`config.mk`:
```
export PLATFORM = sky130hd
export DESIGN_NAME = strobe_scheduler
export DESIGN_NICKNAME = d
export VERILOG_FILES = /design/src/rtl/strobe_scheduler.sv
export SDC_FILE = /design/constraint.sdc
export NUM_CORES = 1
export LEC_CHECK = 0
export CAP_MARGIN = 5
export CORE_MARGIN = 1
export CORE_UTILIZATION = 40
export DETAILED_ROUTE_END_ITERATION = 7
export GPL_ROUTABILITY_DRIVEN = 0
export PLACE_DENSITY = 0.55
export SLEW_MARGIN = 20
export SYNTH_ARGS = -nofsm -noshare
export SYNTH_HDL_FRONTEND = slang
export SYNTH_SLANG_ARGS = --single-unit
```
`constraint.sdc`:
```
create_clock -name Clock -period 4.3 [get_ports Clock]
set_input_delay 0.645 -clock Clock [delete_from_list [all_inputs] [get_ports Clock]]
set_output_delay 0.645 -clock Clock [all_outputs]
set_load 0.02 [all_outputs]
```
`src/rtl/strobe_scheduler.sv`:
```
// -----------------------------------------------------------------------------
// strobe_scheduler
//
// Multi-channel periodic event scheduler. Each channel counts base ticks from
// the strobe generator down from a programmable interval. On expiry the channel
// raises a pending request. A round-robin arbiter offers pending requests one
// at a time on a valid/ack port.
//
// Ports:
//   Clock          system clock, rising edge
//   Reset          asynchronous reset, active high, clears all state
//   Tick_i         one-cycle base strobe
//   Enable_i       low freezes every counter; arbitration keeps running
//   CfgWrite_i     one-cycle interval write strobe
//   CfgChannel_i   channel addressed by the write
//   CfgInterval_i  interval in ticks, 0 disables the channel
//   Valid_o        an event for Channel_o is offered
//   Channel_o      index of the offered channel, stable while Valid_o is high
//   Ack_i          consumer accepts the offered event
//   Overrun_o      per-channel sticky flag: an event merged into one still pending
// -----------------------------------------------------------------------------
module strobe_scheduler #(
  parameter int CHANNELS       = 4,
  parameter int INTERVAL_WIDTH = 16
) (
  input  logic                        Clock,
  input  logic                        Reset,
  input  logic                        Tick_i,
  input  logic                        Enable_i,
  input  logic                        CfgWrite_i,
  input  logic [$clog2(CHANNELS)-1:0] CfgChannel_i,
  input  logic [INTERVAL_WIDTH-1:0]   CfgInterval_i,
  output logic                        Valid_o,
  output logic [$clog2(CHANNELS)-1:0] Channel_o,
  input  logic                        Ack_i,
  output logic [CHANNELS-1:0]         Overrun_o
);

  localparam int CW = $clog2(CHANNELS);
  localparam logic [CW-1:0] LAST_CH = CW'(CHANNELS - 1);

  typedef enum logic {
    ARB_IDLE,
    ARB_OFFER
  } arb_state_t;

  // Per-channel state
  logic [INTERVAL_WIDTH-1:0] interval_q [CHANNELS];
  logic [INTERVAL_WIDTH-1:0] counter_q  [CHANNELS];
  logic [CHANNELS-1:0]       pending_q;
  logic [CHANNELS-1:0]       overrun_q;

  // Arbiter state
  arb_state_t                state_q;
  logic [CW-1:0]             ptr_q;
  logic                      valid_q;
  logic [CW-1:0]             channel_q;

  // Per-cycle decode
  logic [CHANNELS-1:0]       write_hit;
  logic [CHANNELS-1:0]       count_en;
  logic [CHANNELS-1:0]       fire;
  logic [CHANNELS-1:0]       accept_hit;
  logic [CHANNELS-1:0]       eligible;
  logic                      accept;
  logic                      grant_found;
  logic [CW-1:0]             grant_idx;
  logic [CW-1:0]             cand;

  // Ack only means something while an offer is on the port.
  assign accept = valid_q && Ack_i;

  // NOTE: every signal assigned in always_comb gets a default first, so no
  // path leaves it unassigned and no latch is inferred.
  always_comb begin
    write_hit  = '0;
    count_en   = '0;
    fire       = '0;
    accept_hit = '0;
    for (int c = 0; c < CHANNELS; c++) begin
      write_hit[c]  = CfgWrite_i && (CfgChannel_i == CW'(c));
      // A write to the same channel wins over the tick: no decrement, no event.
      count_en[c]   = Tick_i && Enable_i && (interval_q[c] != '0) && !write_hit[c];
      fire[c]       = count_en[c] && (counter_q[c] == INTERVAL_WIDTH'(1));
      accept_hit[c] = accept && (channel_q == CW'(c));
    end
  end

  // A channel being rewritten this cycle has its pending request cleared, so
  // it must not be chosen for a fresh offer on the same edge.
  assign eligible = pending_q & ~write_hit;

  // Round-robin pick: first eligible index at or after ptr_q, wrapping.
  always_comb begin
    grant_found = 1'b0;
    grant_idx   = '0;
    cand        = '0;
    for (int i = 0; i < CHANNELS; i++) begin
      cand = CW'((int'(ptr_q) + i) % CHANNELS);
      if (!grant_found && eligible[cand]) begin
        grant_found = 1'b1;
        grant_idx   = cand;
      end
    end
  end

  // Channel counters, pending requests and overrun flags.
  // NOTE: the interval/counter arrays are ordinary flops, not a RAM, so they
  // are reset like any other state; a disabled channel must read 0 after reset.
  always_ff @(posedge Clock or posedge Reset) begin
    if (Reset) begin
      for (int c = 0; c < CHANNELS; c++) begin
        interval_q[c] <= '0;
        counter_q[c]  <= '0;
      end
      pending_q <= '0;
      overrun_q <= '0;
    end else begin
      // NOTE: sequential state uses non-blocking assignments only, so every
      // read in this block sees the value from before the edge.
      for (int c = 0; c < CHANNELS; c++) begin
        if (write_hit[c]) begin
          interval_q[c] <= CfgInterval_i;
          counter_q[c]  <= CfgInterval_i;
          pending_q[c]  <= 1'b0;
          overrun_q[c]  <= 1'b0;
        end else begin
          if (count_en[c]) begin
            counter_q[c] <= fire[c] ? interval_q[c]
                                    : counter_q[c] - INTERVAL_WIDTH'(1);
          end
          if (fire[c]) begin
            // An event landing on an accepted request counts as new; only a
            // request still waiting is lost.
            if (pending_q[c] && !accept_hit[c]) begin
              overrun_q[c] <= 1'b1;
            end
            pending_q[c] <= 1'b1;
          end else if (accept_hit[c]) begin
            pending_q[c] <= 1'b0;
          end
        end
      end
    end
  end

  // Arbiter: IDLE picks a pending channel, OFFER holds it until accepted or
  // until the offered channel is reconfigured. Every return to IDLE costs one
  // cycle, which gives the guaranteed gap between acceptances.
  always_ff @(posedge Clock or posedge Reset) begin
    if (Reset) begin
      state_q   <= ARB_IDLE;
      ptr_q     <= '0;
      valid_q   <= 1'b0;
      channel_q <= '0;
    end else begin
      case (state_q)
        ARB_IDLE: begin
          if (grant_found) begin
            state_q   <= ARB_OFFER;
            valid_q   <= 1'b1;
            channel_q <= grant_idx;
            ptr_q     <= (grant_idx == LAST_CH) ? '0 : grant_idx + CW'(1);
          end
        end
        ARB_OFFER: begin
          if (Ack_i || write_hit[channel_q]) begin
            state_q <= ARB_IDLE;
            valid_q <= 1'b0;
          end
        end
        default: begin
          state_q <= ARB_IDLE;
          valid_q <= 1'b0;
        end
      endcase
    end
  end

  assign Valid_o   = valid_q;
  assign Channel_o = channel_q;
  assign Overrun_o = overrun_q;

endmodule

```
Word-level counts from Yosys, hierarchy flattened
Index checks and enable logic that the tools add are counted.

storage, ports and cells
  bits in latches = 0
  word-level logic and storage cells = 179
  input port bits = 24
  bits in registers = 142
  output and inout port bits = 7
  ROM bits = 0
  RAM bits = 0
  memories = 0

operators by class
  order comparisons = 5
  divide/modulo/power cells = 0
  bitwise logic cells = 3
  eq/ne operators = 13
  multiplexer cells = 61
  add/sub/neg operators = 8
  shift-type cells = 0
  $mul = 0
  reduce and logical (&&, ||, !) cells = 69

operators by type and width
  operator               count
  $mux 16                12
  $eq 16x1->1 const B    4
  $reduce_bool 16->1     4
  $sub 16x1->16 const B  4
  $mux 1                 37
  $logic_and 1x1->1      29
  $reduce_bool 2->1      12
  $lt 2x3->1 const B     5
  $reduce_and 2->1       6
  $reduce_bool 3->1      4
  $logic_not 1->1        11
  $bmux 1 s2             5
  $eq 2x2->1 const B     5
  $mux 2                 5
  $add 2x1->2 const B    2
  $add 2x2->2 const B    2
  $and 4x4->4            1
  $eq 2x1->1 const B     2
  $logic_not 2->1        2
  $not 4->4              1
  $pmux 1 s2             2
  $ne 2x1->1 const B     1
  $ne 2x2->1 const B     1
  $logic_or 1x1->1       1
  $not 1->1              1

Logic depth before layout (Yosys ltp)
  depth in word-level cells = 18
  mapped depth = 10
  depth with buffers taken out = 8

Least setup slack after synthesis
No wires, ideal clock.

  path type = input -> register
  from = input port CfgWrite_i
  to = register ptr_q[1]
  setup slack = 1.956 ns
  path buffers = 2
  stages on the path = 8
  library setup time = 0.132 ns
  required time = 4.168 ns
  arrival time = 2.212 ns
  path through = clkbuf_1 or3b_2 clkbuf_1 a32o_1 a21oi_1 o22ai_1 xnor2_1 o21ai_0

on the way
  cells in the longest elaborated chain, start to end = 17
  elaborated cells on any way between the ends = 32
  classes of those cells = add/sub: 1; eq/ne: 1; mux: 17; bitwise: 2; reduce/logical: 11

ends and longest elaborated chain
  what                                              line  RTL
  from (decl)                                       30    input logic CfgWrite_i,
  $logic_and 1x1->1                                 81    write_hit[c] = CfgWrite_i && (CfgChannel_i == CW'(c));
  $not 4->4 *                                       91    assign eligible = pending_q & ~write_hit;
  $and 4x4->4 *                                     91
  $bmux 1 s2                                        100   if (!grant_found && eligible[cand]) begin
  $mux 1 (implied by the code)                      100
  $mux 1                                            100
  $logic_not 1->1                                   100
  $logic_and 1x1->1                                 100
  $mux 1                                            100
  $logic_not 1->1                                   100
  $logic_and 1x1->1                                 100
  $mux 1                                            100
  $logic_not 1->1                                   100
  $logic_and 1x1->1                                 100
  $mux 2                                            100
  $add 2x1->2 / $eq 2x2->1 (equally long branches)  163   ptr_q <= (grant_idx == LAST_CH) ? '0 : grant_idx + CW'(1);
  $mux 2                                            163
  to (signal assigned)                              163
  to (decl)                                         55    logic [CW-1:0] ptr_q;

Every way passes the cells marked *; elsewhere a longest branch is shown, timed or not. The select of a mux whose other input is x is not followed.
A chain may end at the register's enable or synchronous reset.

Worst setup path in the final report
  from = register counter_q[52] in the netlist's numbering
  to = register counter_q[55] in the netlist's numbering

on the way
  cells in the longest elaborated chain, start to end = 5
  elaborated cells on any way between the ends = 6
  classes of those cells = add/sub: 1; eq/ne: 1; mux: 3; reduce/logical: 1

ends and longest elaborated chain
  what                                                                   line  RTL
  from (decl)                                                            49    logic [INTERVAL_WIDTH-1:0] counter_q [CHANNELS];
  from (signal, indexed assignment)                                      124   counter_q[c] <= CfgInterval_i;
  from (signal, indexed assignment)                                      129   counter_q[c] <= fire[c] ? interval_q[c]
  parallel branches: the longest is 2 deep, another holds $sub 16x1->16  -
  $mux 16 *                                                              129
  $mux 16 *                                                              128   if (count_en[c]) begin
  $mux 16 *                                                              122   if (write_hit[c]) begin

Mark *: on every way between the ends. The select of a mux whose other input is x is not followed.

==> reports/metrics.yaml <==
logic_synthesis:
  synthDominantAreaCellType: "sky130_fd_sc_hd__dfrtp_1"
  yosys_register_bits: 142
  post-synth-top-area-fraction_pct: 46.4
  yosys_warning_count: 0
  synthArstFlopShare_pct: 100
  synth_top_family_by_area: "simple AND/OR/NAND/NOR gates"
  yosysSeqAreaShare_pct: 46.4
  post_synth_instance_area_sq_mm: 0.00765
  synth_enable_flop_cells: 0
  synthCells: 909
  yosys_most_used_dff: "sky130_fd_sc_hd__dfrtp_1"
  synth_xor_xnor_area_share_pct: 4.00
  synth_fp_nets: 941
  synth_compound_gate_area_share_pct: 17.1
  synth.mux.area_fraction_pct: 0.294
  cell_types_occupying_the_most_area_after_synthesis: "sky130_fd_sc_hd__dfrtp_1 (46%), sky130_fd_sc_hd__nand2_1 (13%), sky130_fd_sc_hd__o21ai_0 (3.8%)"
  synth.avg_cell_area_sq_um: 8.42
  synth-adder-area-share_pct: 1.31
  post_synth_and_or_nand_nor_area_fraction_pct: 27.4
  synth_cell_type_count: 64
grt:
  globalRouteTotalUtil_pct: 23.9
  pin_count_of_the_biggest_net_entering_global_routing: 143
  antenna_found_initial: 0
  globalRoute.totalOverflow: 0
  grt_pass1_vias: 6370
  grt_pass1_wl_um: 35800
layout:
  antenna_cells: 0
  layout.core_utilization_pct: 47.3
  nets: 960
  final_area_sq_mm: 0.00885
  layout.cells.most_common_list: "sky130_fd_sc_hd__nand2_1 (264), sky130_fd_sc_hd__dfrtp_1 (142), sky130_fd_sc_hd__nor2_1 (75), sky130_fd_sc_hd__o21ai_0 (58), sky130_fd_sc_hd__clkdlybuf4s50_1 (30)"
  drive_gt1_share_pct: 6.91
  areaGrowthSynthToFinish_pct: 15.7
  post_layout_nonfiller_instances: 1175
  layout.cells.most_common: "sky130_fd_sc_hd__nand2_1"
critical_path:
  cell_chain_critical_path: "nor4_2, nand4_1, buf_4, o21ai_0, a21oi_1, a221o_1"
  setup.worst_path.class: "register to register"
  worst-endpoint-arrival_ns: 3.07
  critPathMaxStageDelay_ns: 0.66
  cp.required_ns: 4.61
  slowest_cell_on_crit_path: "sky130_fd_sc_hd__nand4_1"
  worstRegToRegCells: 6
  timing.critical_path.from_type: "register"
  reg2reg_setup_slack_ns: 1.54
  end_kind: "register"
  crit_fanout: 16
timing:
  slew_viol_final: 0
  max_slew.worst_pin.slew_ns: 0.966
  hold_violations: 0
  final_critical_path_setup_slack_ns: 1.54
  setup_viols_final: 0
  max-slew-margin-rel_pct: 35.6
  final_min_period_over_clock_period_pct: 64.1
  setup-tns-final_ns: 0
  period_minus_slack_ns: 2.76
  grt_setup_unrepaired: "false"
  fin_worst_skew_ns: 0.0112
  final.hold.worst_slack_ns: 0.497
  timing.fmax_mhz: 363
detailed_routing:
  route.antenna.remaining_nets: 0
  finalWirelength_um: 22300
  drc: 0
  total_vias_in_the_final_route: 6667
  first_pass_iters: 5
  wl_per_cell_um: 19.0
  post_drt_via_cell_ratio: 5.67
  initialDrtViolationCount: 503
place:
  detailedPlace.worstSlack_ns: 1.22
  place_inst: 1143
  dpl_cell_area_sq_mm: 0.00820
  dp.final_hpwl_um: 14500
  io_buffers: 30
die:
  die-height_um: 140
  start_util_pct: 40.9
  row_count: 50
  die_area_sq_mm: 0.0197
  floorplan.core_area_sq_mm: 0.0187
  die_x_um: 140
  io-pin-count: 31
worst_hold_path:
  worst_hold_path.num_cells: 2
  hold_path.class: "register to register"
status:
  result_of_the_run: "finished, final reports clean"
clock_network:
  clkLatencyLatePin_ns: 0.42
  hold_bufs_inserted_after_cts: 0
  h-tree-depth: 4
  buffer_depth_of_the_longest_clock_path: 2
  tritoncts: "done"
  cts_sinks: 142
  post_cts_resized: 0
  clk_pin_slew_ns: 0.06
  cts.root.buffer_cell: "sky130_fd_sc_hd__clkbuf_16"
  cts_post_setup_buffers_inserted: 0
  total_clock_buffers_created_by_cts: 17
power_and_ir_drop:
  finalPower_mw: 4.63
  total_leakage_power_nw: 3.96
  cellPowerDensity_mw_per_mm2: 523
  vdd_ir_drop_max_mv: 0.277
run:
  max_cap_violations: 0
-- layout make-up --
cell class	count	area [sq um]
inverter	19	75.1
tap	234	293
sequential	142	3550
fill	1778	9850
multi-input combinational	703	3850
clock inverter	10	183
clock buffer	22	474
timing repair buffer	45	425
-- path summary, 6_finish.rpt --
path	endpoint	from
worst min-delay path	interval_q[59]$_DFFE_PP0P_	interval_q[59]$_DFFE_PP0P_
worst max-delay path	counter_q[55]$_DFFE_PP0P_	counter_q[52]$_DFFE_PP0P_
max in group asynchronous	counter_q[33]$_DFFE_PP0P_	Reset
min in group asynchronous	interval_q[40]$_DFFE_PP0P_	Reset
worst max register to register	counter_q[55]$_DFFE_PP0P_	counter_q[52]$_DFFE_PP0P_
worst min register to register	interval_q[59]$_DFFE_PP0P_	interval_q[59]$_DFFE_PP0P_
-- state kept, by name, summed over array words and instances, names as in the netlist --
register / count
ptr_q: 2
Valid_o: 1
state_q: 1
counter_q: 64
Channel_o: 2
pending_q: 4
interval_q: 64
Overrun_o: 4
-- cell usage after synthesis, types with 3 or more instances --
cell                          n
sky130_fd_sc_hd__o311ai_0     5
sky130_fd_sc_hd__nand2_1    264
sky130_fd_sc_hd__nor4_1      21
sky130_fd_sc_hd__nand3b_1     4
sky130_fd_sc_hd__o31ai_1      5
sky130_fd_sc_hd__nor2b_1      6
sky130_fd_sc_hd__nand4_1      4
sky130_fd_sc_hd__a211o_1      5
sky130_fd_sc_hd__o22ai_1      4
sky130_fd_sc_hd__o211ai_1    14
sky130_fd_sc_hd__inv_1       19
sky130_fd_sc_hd__clkbuf_1    35
sky130_fd_sc_hd__a21oi_1     21
sky130_fd_sc_hd__nor3_2       5
sky130_fd_sc_hd__or3_1        3
sky130_fd_sc_hd__a31oi_1      4
sky130_fd_sc_hd__o21ai_0     58
sky130_fd_sc_hd__a211oi_1     6
sky130_fd_sc_hd__a41o_1       3
sky130_fd_sc_hd__nor2_1      77
sky130_fd_sc_hd__nand2b_1     4
sky130_fd_sc_hd__and2_1       3
sky130_fd_sc_hd__a221o_1     10
sky130_fd_sc_hd__xnor2_1     18
sky130_fd_sc_hd__dfrtp_1    142
sky130_fd_sc_hd__and3_1       3
sky130_fd_sc_hd__nor4_2       4
sky130_fd_sc_hd__nor3_1      22
sky130_fd_sc_hd__nand3_1     26
sky130_fd_sc_hd__a2111oi_0    3
sky130_fd_sc_hd__o311ai_1     4
sky130_fd_sc_hd__ha_1         8
sky130_fd_sc_hd__a22oi_1     21
sky130_fd_sc_hd__buf_2        6
sky130_fd_sc_hd__o21ai_1      8
sky130_fd_sc_hd__xor2_1      17
sky130_fd_sc_hd__a2bb2oi_1    5
sky130_fd_sc_hd__or4_1        5
sky130_fd_sc_hd__a41oi_1      5
-- kinds of logic after synthesis --
kind of cell	count (synthesis)
flops	142
buf+inv	64
compound gates	194
simple gates	464
mux	2
xor+xnor	35
fa+ha+maj	8
-- per-layer routing --
layer  vias to the layer above  track usage [%]  part of all wire, %
met1                      3239             33.2                   47
li1                       3257                -                    -
met4                         0             7.63                  1.4
met2                       149             38.3                   48
met3                        22             3.62                  3.8
met5                         -                0                    0
-- power by group --
part,internal [mW],switching (mW)
registers,1.61,0.355
logic,0.453,0.557
clock network,1.08,0.577
total,3.14,1.49
-- critical path: cells and delay by family, from the launching register on --
| family | cells | cell delay, ns |
|---|---|---|
| AOI/OAI and AO/OA | 3 | 0.47 |
| DFF | 1 | 0.43 |
| and+or+nand+nor | 2 | 1.31 |
| buffers and inverters | 1 | 0.43 |
No activity file was read; power rests on OpenSTA's default activity.
